===== src/rtl/la_pkg.sv =====
// Shared analyzer definitions: buffer geometry and the readout FSM state encoding.
// CKSUM exists only when LA_READOUT_CHECKSUM_EN is defined.
package la_pkg;

  localparam int LA_DEPTH_LOG2 = 9;
  localparam int LA_DATA_WIDTH = 128;

  typedef enum logic [2:0] {
    IDLE   = 3'd0,
    ADDR   = 3'd1,
    LOAD   = 3'd2,
    SEND   = 3'd3,
`ifdef LA_READOUT_CHECKSUM_EN
    CKSUM  = 3'd4,
`endif
    FINISH = 3'd5
  } la_state_t;

endpackage


===== src/rtl/la_byte_serializer.sv =====
// Turns one loaded word into a valid/ready byte stream, LSB first.
// load_byte sends only the low byte (used for the trailing checksum when LA_READOUT_CHECKSUM_EN is defined).
module la_byte_serializer #(
  parameter int DATA_WIDTH = 128
) (
  input  logic                  clk,
  input  logic                  reset,
  input  logic                  load,
  input  logic                  load_byte,
  input  logic [DATA_WIDTH-1:0] load_data,
  input  logic                  tx_ready,
  output logic [7:0]            tx_data,
  output logic                  tx_valid,
  output logic                  last_xfer
);

  localparam int NBYTES = DATA_WIDTH / 8;
  localparam int BCW    = $clog2(NBYTES + 1);

  logic [DATA_WIDTH-1:0] shift_reg;
  logic [BCW-1:0]        byte_cnt;
  logic [BCW-1:0]        byte_last;
  logic                  xfer;

  assign xfer      = tx_valid & tx_ready;
  assign last_xfer = xfer && (byte_cnt == byte_last);
  assign tx_data   = shift_reg[7:0];

  // A load on the same edge as the final transfer wins, keeping tx_valid high back-to-back.
  always_ff @(posedge clk) begin
    if (reset) begin
      shift_reg <= '0;
      byte_cnt  <= '0;
      byte_last <= '0;
      tx_valid  <= 1'b0;
    end else if (load) begin
      shift_reg <= load_data;
      byte_cnt  <= '0;
      byte_last <= load_byte ? '0 : BCW'(NBYTES - 1);
      tx_valid  <= 1'b1;
    end else if (xfer) begin
      shift_reg <= shift_reg >> 8;
      byte_cnt  <= byte_cnt + BCW'(1);
      if (last_xfer) tx_valid <= 1'b0;
    end
  end

endmodule


===== src/rtl/la_readout_streamer.sv =====
// Dumps the halted logic-analyzer buffer, oldest sample first, as a byte stream.
// Define LA_READOUT_CHECKSUM_EN to append an XOR checksum byte.
module la_readout_streamer
  import la_pkg::*;
#(
  parameter int DATA_WIDTH = LA_DATA_WIDTH,
  parameter int DEPTH_LOG2 = LA_DEPTH_LOG2
) (
  input  logic                  clk,
  input  logic                  reset,
  input  logic                  capture_done,
  input  logic [DEPTH_LOG2-1:0] capture_start,
  input  logic                  start,
  output logic                  busy,
  output logic [DEPTH_LOG2-1:0] read_addr,
  input  logic [DATA_WIDTH-1:0] read_data,
  output logic [7:0]            tx_data,
  output logic                  tx_valid,
  input  logic                  tx_ready
);

  la_state_t             state, state_next;
  logic [DEPTH_LOG2-1:0] base;
  logic [DEPTH_LOG2:0]   count, count_inc;
  logic                  accept, terminal, last_xfer;
  logic                  ser_load, ser_load_byte;
  logic [DATA_WIDTH-1:0] ser_data;

  assign accept    = (state == IDLE) && start && capture_done;
  assign count_inc = count + (DEPTH_LOG2 + 1)'(1);
  assign terminal  = count_inc[DEPTH_LOG2];
  assign busy      = (state != IDLE);

`ifdef LA_READOUT_CHECKSUM_EN
  logic [7:0] checksum;

  always_ff @(posedge clk) begin
    if (reset) begin
      checksum <= '0;
    end else if (accept) begin
      checksum <= '0;
    end else if (state == SEND && tx_valid && tx_ready) begin
      checksum <= checksum ^ tx_data;
    end
  end
`endif

  always_ff @(posedge clk) begin
    if (reset) state <= IDLE;
    else       state <= state_next;
  end

  always_comb begin
    state_next    = state;
    ser_load      = 1'b0;
    ser_load_byte = 1'b0;
    ser_data      = read_data;
    case (state)
      IDLE:   if (accept) state_next = ADDR;
      ADDR:   state_next = LOAD;
      LOAD: begin
        ser_load   = 1'b1;
        state_next = SEND;
      end
      SEND: begin
        if (last_xfer) begin
          if (terminal) begin
`ifdef LA_READOUT_CHECKSUM_EN
            // The final data byte is leaving this cycle, so fold it in before loading.
            ser_load      = 1'b1;
            ser_load_byte = 1'b1;
            ser_data      = {{(DATA_WIDTH - 8){1'b0}}, checksum ^ tx_data};
            state_next    = CKSUM;
`else
            state_next    = FINISH;
`endif
          end else begin
            state_next = ADDR;
          end
        end
      end
`ifdef LA_READOUT_CHECKSUM_EN
      CKSUM:  if (last_xfer) state_next = FINISH;
`endif
      FINISH: state_next = IDLE;
      default: state_next = IDLE;
    endcase
  end

  always_ff @(posedge clk) begin
    if (reset) begin
      base      <= '0;
      count     <= '0;
      read_addr <= '0;
    end else if (accept) begin
      base      <= capture_start;
      count     <= '0;
      read_addr <= capture_start;
    end else if (state == SEND && last_xfer) begin
      count <= count_inc;
      if (!terminal) read_addr <= base + count_inc[DEPTH_LOG2-1:0];
    end
  end

  la_byte_serializer #(
    .DATA_WIDTH (DATA_WIDTH)
  ) u_serializer (
    .clk       (clk),
    .reset     (reset),
    .load      (ser_load),
    .load_byte (ser_load_byte),
    .load_data (ser_data),
    .tx_ready  (tx_ready),
    .tx_data   (tx_data),
    .tx_valid  (tx_valid),
    .last_xfer (last_xfer)
  );

endmodule


===== config.mk =====
export PLATFORM = sky130hd
export DESIGN_NAME = la_readout_streamer
export DESIGN_NICKNAME = d
export VERILOG_FILES = /design/src/rtl/la_pkg.sv /design/src/rtl/la_byte_serializer.sv /design/src/rtl/la_readout_streamer.sv
export SDC_FILE = /design/constraint.sdc
export NUM_CORES = 1
export LEC_CHECK = 0
export CORE_ASPECT_RATIO = 1.75
export CORE_MARGIN = 1.5
export CORE_UTILIZATION = 50
export CTS_BUF_LIST = sky130_fd_sc_hd__clkbuf_8
export CTS_CLUSTER_DIAMETER = 200
export CTS_CLUSTER_SIZE = 12
export DETAILED_ROUTE_END_ITERATION = 6
export HOLD_SLACK_MARGIN = 0.03
export PLACE_DENSITY = 0.82
export SLEW_MARGIN = 5
export SYNTH_ARGS = -nofsm -noshare
export SYNTH_HDL_FRONTEND = slang
export SYNTH_HIERARCHICAL = 1
export SYNTH_SLANG_ARGS = --single-unit

===== constraint.sdc =====
create_clock -name clk -period 6 [get_ports clk]
set_input_delay 1.2 -clock clk [delete_from_list [all_inputs] [get_ports clk]]
set_output_delay 1.2 -clock clk [all_outputs]
set_load 0.005 [all_outputs]

==> flow_summary.yaml <==
layout:
  fill_cells: 1339
  areaGrowthSynthToFinish_pct: 22.97
  diodes: 0
  drive_gt1_frac: 0.04669
  finalNetCount: 1212
  largest_register_ffs: 128
route:
  first_pass_iters: 7
  drc_errors: 0
  drtAntennaViolNets: 0
  detail_route.wl_per_cell_um: 16.03
  route.vias.total: 7394
  drt_iter0_markers: 670
  via_per_inst: 5.882
  postRouteWirelength_mm: 20.15
worst_setup_path:
  critical_path_required_ps: 6340
  worstPathArrival_ps: 3730
  path_class: "input pin to flop"
  cp-end-kind: "flop"
  reg2reg_depth: 5
  cp-startpoint: "tx_ready"
  timing.rr.end: "u_serializer/shift_reg[21]"
  r2r_setup_slack_ps: 2860
  r2r_start: "u_serializer/tx_valid"
  path_max_fanout: 63
  setup.worst_path.start_class: "input pin"
synthesis:
  async_reset_ff_frac: 0
  yosys.area.top_type: "dfxtp_1"
  synth_warnings: 6
  yosysMostFrequentCell: "dfxtp_1"
  synth-main-ff-cell: "dfxtp_1"
  synth_cell_type_count: 54
  seq_area_frac_synth: 0.4269
  syn_avg_cell_area_um2: 8.009
  syn-num-nets: 1126
  syn_area_um2: 7785
  synth_edf_count: 0
  yosys-top-cells-area: "dfxtp_1, a311oi_1, nand3_1, nand2_1, nor2_1"
  synth_common_cells: "dfxtp_1, nand2_1, nor2_1, nand3_1, a311oi_1"
  ys_seq_elements: 166
  synth_top_area_frac: 0.4269
  synthCells: 972
clock_network:
  cts_tree: "yes"
  clock-sinks: 166
  root_buffer: "clkbuf_8"
  clockBufferDepth: 2
  htreeDepth: 4
  post-cts-setup-buffer-count: 0
  clock_latency_ps: 440
  cts_resized: 0
  path_clk_slew_ps: 90
  cts_hold_repair.buffers: 0
  numCtsBuffers: 17
timing:
  slew_headroom: 0.3374
  slew_violations: 0
  finalHoldViolCount: 0
  rsz0062_at_grt: "false"
  fin_crit_sh: 0.5641
  fmax_ghz: 0.2955
  fin_hold_ws_ps: 473.6
  period_needed_ps: 3384
  tightest_slew_ps: 993.9
  finalSetupTns_ps: 0
  setup_viol: 0
  fin_skew_ps: 17.59
grt:
  grt_first_pass_wirelength_mm: 32.00
  grt_max_degree: 109
  antenna_found_initial: 0
  grtUsageTotal: 0.2371
  first_global_vias: 6613
  grt_overflow: 0
die:
  core_area_um2: 15310
  dieArea_um2: 16360
  fp.dieH_um: 168.1
  rows: 60
  io_pins: 161
  die_w_um: 97.33
  start_util: 0.5083
worst_hold_path:
  hp-class: "flop to flop"
  holdCritStartpoint: "base[7]"
  whs_endpoint: "base[7]"
  min_path_cells: 2
place:
  portBuffers: 160
  post-dp-hpwl_mm: 12.85
  finalWeightedCongestion: 0.8929
job:
  drv_cap: 0
power_and_ir_drop:
  power-per-cell-area_nw_per_um2: 251.3
  cellLeakagePower_uw: 0.003171
  ir_worst_vdd_uv: 143.2
status:
  status: "finished, final reports clean"
-- through the flow --
stage | area (um^2) | power [uW] | cells | setup WS, ps | util
finish | 9573 | 2406 | 1257 | 2616 | 0.6251
global route | 9573 | 2513 | 1257 | 2311 | 0.6251
CTS | 9573 | 2422 | 1257 | 2620 | 0.6251
detailed placement | 9170 | 1620 | 1225 | 2141 | 0.5988
global placement | 9170 | 1613 | 1225 | 2265 | 0.5988
floorplan | 7785 | 1471 | 972 | 3117 | -
-- routing by layer --
metal / track usage / wire [um]
met1: 0.2924 / 8254
met2: 0.4019 / 10200
met3: 0.03819 / 929
met4: 0.1149 / 765
met5: 0 / 0
-- layout make-up --
| class | instances | area [um^2] | area share |
|---|---|---|---|
| multi-input cells | 697 | 3923 | 0.4098 |
| flip-flops and latches | 166 | 3327 | 0.3475 |
| repair buffers | 167 | 1649 | 0.1723 |
| clock buffers | 20 | 275.3 | 0.02875 |
| well taps | 186 | 232.7 | 0.02431 |
| clock inverters | 12 | 127.6 | 0.01333 |
| inverters | 9 | 38.79 | 0.004052 |
-- layout by cell type, fill, tap and decap left out, types with 2 or more instances in the layout --
master             n
inv_1             10
a311oi_1         125
xnor2_1           10
inv_6              2
buf_4              9
nand4b_1           3
clkbuf_8          20
bufinv_16          2
mux2i_1            3
o21a_1             2
a21oi_1           28
a211oi_1           4
nor2_1           150
xor2_1            10
or3_1              4
a31oi_1            2
nor3_1             5
nand2_1          158
clkinvlp_4         5
nand3_1          136
and4_1             3
clkdlybuf4s50_1  158
nand2b_1           8
o21ai_0            6
ha_1              11
dfxtp_1          165
nand4_1            3
-- how the worst max path moves through the flow --
stage | cells after the start | slack, ps | end
detailed placement | 7 | 2140 | read_addr[2]
CTS | 7 | 2620 | read_addr[2]
global route | 7 | 2310 | read_addr[5]
finish | 7 | 2620 | read_addr[2]
global placement | 7 | 2270 | read_addr[1]
floorplan | 8 | 3120 | read_addr[1]
-- kinds of logic (layout without fill, tap and decap cells) --
family                   Yosys count  count (layout)  synth area share
AO/OA/AOI/OAI                    178             178            0.1842
flip-flops                       166             166            0.4269
adder cells (fa/ha/maj)           12              12           0.02025
other                              1               1         0.0004817
XOR/XNOR                          20              20           0.02250
buffers and inverters            109             208           0.07055
multiplexers                       3               3          0.003857
AND/OR/NAND/NOR                  483             483            0.2713
-- report_power, final --
part	total (uW)	leakage, uW	internal, uW	switching, uW
Combinational	359	0.00162	178	182
Sequential	1240	0.00136	1180	56.2
Clock	807	0.000196	402	406
Total	2410	0.00317	1760	643
-- critical path, cell delays in order --
cell and delay, ps:
buf_4 490, nand4_1 270, o22ai_2 250, nand4b_1 330, o31ai_4 790, nor2_1 80, a311oi_1 290
No activity file was read; power rests on OpenSTA's default activity.
